File: config.mk
export PLATFORM = sky130hd
export DESIGN_NAME = boot_loader_writer
export DESIGN_NICKNAME = d
export VERILOG_FILES = /design/src/rtl/boot_loader_writer.sv
export SDC_FILE = /design/constraint.sdc
export NUM_CORES = 1
export LEC_CHECK = 0
export BUFFER_PORTS_ARGS = -buffer_cell sky130_fd_sc_hd__buf_2
export CORE_MARGIN = 3
export CORE_UTILIZATION = 45
export CTS_CLUSTER_DIAMETER = 150
export DETAILED_ROUTE_END_ITERATION = 12
export GPL_TIMING_DRIVEN = 0
export HOLD_SLACK_MARGIN = 0.12
export PLACE_DENSITY = 0.69
export REMOVE_ABC_BUFFERS = 1
export SLEW_MARGIN = 20
export SYNTH_ARGS = -nofsm -noshare
export SYNTH_HDL_FRONTEND = slang
export SYNTH_SLANG_ARGS = --single-unit
File: constraint.sdc
create_clock -name clk -period 3.12 [get_ports clk]
set_clock_uncertainty 0.1 [all_clocks]
set_input_delay 0.624 -clock clk [delete_from_list [all_inputs] [get_ports clk]]
set_output_delay 0.624 -clock clk [all_outputs]
set_load 0.01 [all_outputs]
File: src/rtl/boot_loader_writer.sv
// ---------------------------------------------------------------------------
// boot_loader_writer
//
// Boot-time loader for the 512x32 instruction/data memory. It receives a byte
// stream from the UART receiver, assembles big-endian 32-bit words, writes
// them through the memory write port, and answers with a one-byte ACK (8'h06)
// or NAK (8'h15) to the UART transmitter. The CPU is held in reset while a
// load is in progress.
//
// Frame: CMD_LOAD, N[15:8], N[7:0], 4*N data bytes [, checksum byte]
//
// Configuration macro: LOADER_CHECKSUM_EN
//   defined   - one checksum byte (8-bit sum of all data bytes) follows the
//               data; a match gives ACK and a mismatch gives NAK.
//   undefined - no checksum byte; a legal load always ends with ACK.
//
// Ports
//   clk        in   1       system clock, rising edge
//   rst        in   1       synchronous, active-high reset
//   rx_valid   in   1       one-cycle strobe: rx_data holds a received byte
//   rx_data    in   8       received byte
//   tx_valid   out  1       response byte pending
//   tx_data    out  8       response byte (ACK 8'h06 / NAK 8'h15)
//   tx_ready   in   1       transmitter takes tx_data on tx_valid & tx_ready
//   mem_we     out  1       one-cycle memory write strobe
//   mem_addr   out  ADDR_W  memory write word address
//   mem_wdata  out  32      memory write data
//   cpu_hold   out  1       high while a load is in progress
//   done       out  1       one-cycle pulse when an ACK is accepted
// ---------------------------------------------------------------------------
module boot_loader_writer #(
    parameter int unsigned ADDR_W    = 9,
    parameter int unsigned BASE_ADDR = 0,
    parameter logic [7:0]  CMD_LOAD  = 8'h4C
) (
    input  logic              clk,
    input  logic              rst,
    input  logic              rx_valid,
    input  logic [7:0]        rx_data,
    output logic              tx_valid,
    output logic [7:0]        tx_data,
    input  logic              tx_ready,
    output logic              mem_we,
    output logic [ADDR_W-1:0] mem_addr,
    output logic [31:0]       mem_wdata,
    output logic              cpu_hold,
    output logic              done
);

    localparam logic [7:0]        ACK   = 8'h06;
    localparam logic [7:0]        NAK   = 8'h15;
    localparam logic [16:0]       DEPTH = 17'(1) << ADDR_W;
    localparam logic [ADDR_W-1:0] BASE  = ADDR_W'(BASE_ADDR);

    typedef enum logic [2:0] {
        ST_IDLE,
        ST_LEN_HI,
        ST_LEN_LO,
        ST_DATA,
`ifdef LOADER_CHECKSUM_EN
        ST_CSUM,
`endif
        ST_RESP
    } state_t;

    state_t            state_q;
    logic [7:0]        len_hi_q;
    logic [15:0]       rem_q;      // words still to be received
    logic [1:0]        byte_cnt_q; // byte position inside the current word
    logic [23:0]       shift_q;    // first three bytes of the current word
    logic [7:0]        csum_q;
    logic              tx_valid_q;
    logic [7:0]        tx_data_q;
    logic              mem_we_q;
    logic [ADDR_W-1:0] mem_addr_q;
    logic [31:0]       mem_wdata_q;
    logic              cpu_hold_q;
    logic              done_q;

    // Values formed from the byte arriving this cycle.
    logic [15:0] len_d;
    logic [31:0] word_d;
    logic [7:0]  csum_d;
    logic        len_bad_d;

    assign len_d     = {len_hi_q, rx_data};
    assign word_d    = {shift_q, rx_data};
    assign csum_d    = csum_q + rx_data;
    assign len_bad_d = {1'b0, len_d} > DEPTH;

    // NOTE: state registers use non-blocking assignments so every register
    // samples the pre-edge values, independent of statement order.
    always_ff @(posedge clk) begin
        if (rst) begin
            state_q     <= ST_IDLE;
            len_hi_q    <= 8'h00;
            rem_q       <= 16'h0000;
            byte_cnt_q  <= 2'd0;
            shift_q     <= 24'h000000;
            csum_q      <= 8'h00;
            tx_valid_q  <= 1'b0;
            tx_data_q   <= 8'h00;
            mem_we_q    <= 1'b0;
            mem_addr_q  <= BASE;
            mem_wdata_q <= 32'h0000_0000;
            cpu_hold_q  <= 1'b0;
            done_q      <= 1'b0;
        end else begin
            mem_we_q <= 1'b0;
            done_q   <= 1'b0;

            // The address advances in the cycle the write is presented, so
            // word k lands at BASE+k; the ADDR_W-bit counter wraps naturally.
            if (mem_we_q) begin
                mem_addr_q <= mem_addr_q + ADDR_W'(1);
            end

            unique case (state_q)
                ST_IDLE: begin
                    if (rx_valid && rx_data == CMD_LOAD) begin
                        state_q    <= ST_LEN_HI;
                        cpu_hold_q <= 1'b1;
                        mem_addr_q <= BASE;
                        csum_q     <= 8'h00;
                        byte_cnt_q <= 2'd0;
                    end
                end

                ST_LEN_HI: begin
                    if (rx_valid) begin
                        len_hi_q <= rx_data;
                        state_q  <= ST_LEN_LO;
                    end
                end

                ST_LEN_LO: begin
                    if (rx_valid) begin
                        if (len_bad_d) begin
                            state_q    <= ST_RESP;
                            tx_valid_q <= 1'b1;
                            tx_data_q  <= NAK;
                        end else if (len_d == 16'h0000) begin
`ifdef LOADER_CHECKSUM_EN
                            state_q    <= ST_CSUM;
`else
                            state_q    <= ST_RESP;
                            tx_valid_q <= 1'b1;
                            tx_data_q  <= ACK;
`endif
                        end else begin
                            rem_q   <= len_d;
                            state_q <= ST_DATA;
                        end
                    end
                end

                ST_DATA: begin
                    if (rx_valid) begin
                        csum_q     <= csum_d;
                        shift_q    <= {shift_q[15:0], rx_data};
                        byte_cnt_q <= byte_cnt_q + 2'd1;
                        if (byte_cnt_q == 2'd3) begin
                            mem_we_q    <= 1'b1;
                            mem_wdata_q <= word_d;
                            rem_q       <= rem_q - 16'd1;
                            if (rem_q == 16'd1) begin
`ifdef LOADER_CHECKSUM_EN
                                state_q    <= ST_CSUM;
`else
                                state_q    <= ST_RESP;
                                tx_valid_q <= 1'b1;
                                tx_data_q  <= ACK;
`endif
                            end
                        end
                    end
                end

`ifdef LOADER_CHECKSUM_EN
                ST_CSUM: begin
                    if (rx_valid) begin
                        state_q    <= ST_RESP;
                        tx_valid_q <= 1'b1;
                        tx_data_q  <= (rx_data == csum_q) ? ACK : NAK;
                    end
                end
`endif

                // Received bytes are dropped here, including one arriving in
                // the same cycle as the handshake.
                ST_RESP: begin
                    if (tx_ready) begin
                        tx_valid_q <= 1'b0;
                        done_q     <= (tx_data_q == ACK);
                        cpu_hold_q <= 1'b0;
                        state_q    <= ST_IDLE;
                    end
                end

                default: begin
                    state_q    <= ST_IDLE;
                    tx_valid_q <= 1'b0;
                    cpu_hold_q <= 1'b0;
                end
            endcase
        end
    end

    assign tx_valid  = tx_valid_q;
    assign tx_data   = tx_data_q;
    assign mem_we    = mem_we_q;
    assign mem_addr  = mem_addr_q;
    assign mem_wdata = mem_wdata_q;
    assign cpu_hold  = cpu_hold_q;
    assign done      = done_q;

endmodule

* Yosys cells after proc, flatten, opt, wreduce, memory -nomap -nowiden *
Cells that the tools add are included.

word-level totals
  logic and storage cells = 98
  flip-flop bits (word level) = 106
  latch bits = 0
  memory bits (read-only) = 0
  input port bits = 12
  memories = 0
  output and inout bits = 53
  RAM bits = 0

operators by class
  div/mod/pow operators = 0
  order comparisons = 1
  bitwise logic cells = 6
  multipliers = 0
  reduce and logical (&&, ||, !) cells = 18
  eq/ne operators = 18
  multiplexer cells = 40
  add/subtract/negate cells = 3
  shifts and indexed selects = 0

operators by type and width
  cell                                                   count
  2-to-1 mux 16 bit                                      5
  2-to-1 mux 8 bit                                       6
  one-hot mux 16 bit (2 select lines)                    1
  2-to-1 mux 3 bit                                       9
  2-to-1 mux 9 bit                                       3
  inequality test 2 bit (second input constant)          9
  equality test 16 x 1 -> 1 bit (second input constant)  1
  > comparator 16 x 10 -> 1 bit (second input constant)  1
  logical NOT 16 bit                                     1
  one-hot mux 8 bit (2 select lines)                     1
  subtractor 16 x 1 -> 16 bit (second input constant)    1
  one-hot mux 3 bit (5 select lines)                     1
  AND reduction 7 bit                                    2
  AND reduction 6 bit                                    2
  adder 9 x 1 -> 9 bit (second input constant)           1
  2-to-1 mux 1 bit                                       9
  AND reduction 3 bit                                    3
  OR reduction 3 bit                                     3
  equality test 8 x 3 -> 1 bit (second input constant)   1
  equality test 8 x 7 -> 1 bit (second input constant)   1
  equality test 3 x 2 -> 1 bit (second input constant)   2
  inverter 1 bit                                         6
  2-to-1 mux 2 bit                                       2
  one-hot mux 1 bit (4 select lines)                     1
  other kinds (12)                                       14

* Longest topological paths before layout *
  depth in word-level cells = 5
  depth in mapped cells = 7
  mapped depth without buffers = 7

* Worst setup path before layout *
No wires, ideal clock.

  path kind = in2reg
  start = in rx_data[1]
  end = reg byte_cnt_q[1]
  data required time = 2.892 ns
  stages on the path = 5
  library setup time = 0.128 ns
  setup slack = 0.656 ns
  path buffers = 0
  arrival time = 2.236 ns
  cell sequence = or4_4 or4_1 o21ai_0 mux2i_1 nor2_1

between the ends
  longest elaborated chain between the ends = 4

RTL lines
  element                          RTL line  RTL
  start, declared                  39        input logic [7:0] rx_data,
  equality test 8 x 7 -> 1 bit     120       if (rx_valid && rx_data == CMD_LOAD) begin
  logical AND 1 bit                120
  inequality test 2 bit (no line)  --
  AND reduction 3 bit (no line)    --
  end signal, assigned             161       byte_cnt_q <= byte_cnt_q + 2'd1;
  end, declared                    69        logic [1:0] byte_cnt_q;

Every way passes these cells.
A chain may end at the register's enable or synchronous reset.

* Final worst setup path *
  start = in rx_data[1]
  end = reg rem_q[2]

between the ends
  longest elaborated chain between the ends = 3
  elaborated cells on any way between the ends = 5
  classes of those cells = 1 x order compare; 2 x eq/ne; 2 x reduce/logical

RTL lines
  element                                                                     RTL line  RTL
  > comparator 16 x 10 -> 1 bit / logical NOT 16 bit (equally long branches)  89, 142
  inequality test 2 bit (no line)                                             --
  AND reduction 6 bit (no line) *                                             --
  end signal, assigned                                                        151       rem_q <= len_d;
  end signal, assigned                                                        165       rem_q <= rem_q - 16'd1;
  end, declared                                                               68        logic [15:0] rem_q;

Mark *: on every way between the ends. The rest lies on a longest branch, timed or not.

==> summary.txt <==
Pwr
  • LEAKAGE: around 1.8 nW
  • VDD IR max: around 240 µV
  • Design Power: roughly 2.1 mW
  • Pwr/cell area: 437 mW/mm²

Routing
  • Initial drt markers: 236
  • Final WL: 9680 µm
  • WL/cell: 13.3 µm
  • Remaining DRCs: 0
  • Remaining antenna violation count: 0
  • Post-DR vias/cell: between 5 and 6
  • First-pass detailed-route iteration total: 4
  • Vias: 3782

Clocking
  • Post-CTS resize count: 0
  • Clk slew on worst S/H paths: 90 ps
  • Clock root cell: clkbuf_8
  • CTS tree: done
  • CTS Buffer Depth: 2
  • Number of clock sinks: 101
  • Setup repair bufs after CTS: 0
  • CTS H-Tree Depth: 3
  • Hold_buf cts: 0
  • Clk_lat worst skew: 370 ps
  • Total CTS buffers: 9

Floorplan
  • Total core area: 0.00928 mm²
  • IO Count: 65
  • Die H: 104 µm
  • Die width: slightly above 100 µm
  • Initial core utilization: 46.4%
  • DIE AREA: about 0.011 mm²
  • FP Rows: 35

Synthesis
  • Async SR Flop Fraction: 0%
  • Main area contributors after synthesis: dfxtp_1 47%, nand2_1 13%, a21oi_1 11%
  • Ys Warns: 0
  • EDFF count, synth: 0
  • Post-synthesis sequential area ratio: 46.9%
  • Post-synth top area share: 46.9%
  • Avg Inst Size Synth: 7.75 µm²
  • Mapped Cells: 556
  • Top cell type by total area after synthesis: dfxtp_1
  • Yosys cell types: 52
  • Synth Register Bits: 101
  • Primary FF master, synth: dfxtp_1
  • Netlist Area Pre-Place: 0.00431 mm²

STA
  • Final setup margin: 287 ps
  • Slew @ Worst Pin: 934 ps
  • Final count of negative-setup-slack endpoints: 0
  • Slew Limit Fails: 0
  • Rel. slew slack: a little under two fifths
  • Fin crit share: 90.8%
  • Tmin final: 2830 ps
  • RSZ-0062 raised after global routing: false
  • Fmax: approximately 350 MHz
  • Hold Vio Cnt, Final: 0

GRT
  • GR Util met1: 22.5%
  • First-pass GRT wire length: roughly 16000 µm
  • Largest net degree at the start of global routing: 64
  • Gr usage total: 17.6%
  • Antenna violations before repair: 0
  • Met3 Use GR: 2.79%
  • GRT overflow: 0
  • Met2 Usage GRT: a little under a third
  • Vias in the first global route: 3393
  • GR peak layer: met2

Setup path
  • CP startpoint kind: input port
  • CP Data Required Time: 3310 ps
  • Crit path DAT: 3030 ps
  • CP Class: input port to flip-flop
  • Worst setup EP type: flip-flop
  • Crit Path Max Fanout: 14

Hold path
  • Hold Crit Class: flip-flop to flip-flop

Finish
  • Most common cell after layout, fill and taps aside: nand2_1
  • Final core occ: 52.5%
  • Sequential cell area: 0.00202 mm²
  • Syn-to-layout area delta: 13.1%
  • Footprint of the multi-input gates: around 0.0021 mm²
  • Fillers: 899
  • Final std cells w/o fill: 726
  • Inserted Diodes: 0
  • Final nets: 608
  • Most frequent cells in the layout: 148 x nand2_1, 101 x dfxtp_1, 93 x a21oi_1, 59 x buf_2, 37 x nor2_1
  • Layout cells sized above 1: 16.1%

Flow run
  • MaxCap Viol Count: 0

Place
  • RD Place Congestion: 0.835
  • # port buffers: 60
  • Inst Count DP: slightly above 700
  • Dpl ws: -292 ps
  • Dpl hpwl: 6410 µm

Outcome
  • Status: finished clean
-- Yosys cell counts (2+ instances only) --
cell / number
or3_1: 4
clkbuf_1: 35
inv_1: 10
a21oi_1: 93
nor3_1: 10
a21o_1: 5
a22oi_1: 2
a31oi_1: 2
xnor2_1: 3
buf_2: 2
nor3b_1: 3
xor2_1: 5
nand3b_1: 2
or4_4: 2
nor4b_1: 2
mux2i_1: 3
nand4b_1: 3
ha_1: 4
o21ai_0: 15
nor2b_1: 2
nand3_1: 8
nor2_1: 38
or2_2: 5
a211o_2: 2
nand4_1: 6
buf_4: 5
or4_1: 6
nand2b_1: 2
nor4_1: 6
nand2_1: 149
dfxtp_1: 101
-- cell type report --
type / instances / area share (%)
multi-input combinational: 407 / 43.1
sequential: 101 / 41.5
timing repair buffer: 63 / 7.57
tap: 129 / 3.31
clock buffer: 10 / 2.62
clock inverter: 6 / 1.10
inverter: 10 / 0.770
-- routing by layer --
layer  wire [µm]  vias to the layer above
li1            -                     1947
met1        4480                     1758
met2        4720                       67
met3         347                       10
met4         125                        0
met5           0                        -
-- per-stage QoR --
| step | TNS, ps | hold slack, ps | cell area [µm²] |
|---|---|---|---|
| floorplan | 0 | 326 | 4140 |
| global placement | -31180 | 338 | 4610 |
| detailed placement | -2560 | 343 | 4670 |
| CTS | 0 | 358 | 4850 |
| global route | 0 | 375 | 4870 |
| finish | 0 | 355 | 4870 |
-- state kept, by name, summed over array words and instances, names as in the netlist --
register,flops
byte_cnt_q,2
cpu_hold,1
done,1
len_hi_q,8
mem_addr,9
mem_wdata,32
mem_we,1
rem_q,16
shift_q,24
state_q,3
tx_data,3
tx_valid,1
-- logic make-up after synthesis --
family | Yosys count | synth area share (%)
simple gates | 253 | 26.7
compound gates | 133 | 17.6
flops | 101 | 46.9
buf+inv | 52 | 5.02
xor+xnor | 8 | 1.63
fa+ha+maj | 4 | 1.16
mux | 4 | 0.958
other cells | 1 | 0.0870
-- worst max-delay path, cell delays in order --
cell      delay (ps)
buf_2            140
or4_4            590
o311ai_1         520
nand4b_1         540
or2_2            480
a21oi_1          140
-- path summary, 6_finish.rpt --
path	from	to	slack [ps]	cells past startpoint
setup / recovery	rx_data[1]	rem_q[2]$_SDFFE_PP0P_	290	6
hold / removal	mem_wdata[16]$_SDFFE_PP0P_	mem_wdata[16]$_SDFFE_PP0P_	350	2
setup reg to reg	state_q[0]$_SDFFE_PP0P_	rem_q[0]$_SDFFE_PP0P_	380	5
hold reg to reg	mem_wdata[16]$_SDFFE_PP0P_	mem_wdata[16]$_SDFFE_PP0P_	350	2
-- power by group --
group / internal (mW) / switching, mW
clock: 0.305 / 0.478
sequential: 1.29 / 0.000480
combinational: 0.0139 / 0.0426
(Power assumes the default switching activity.)
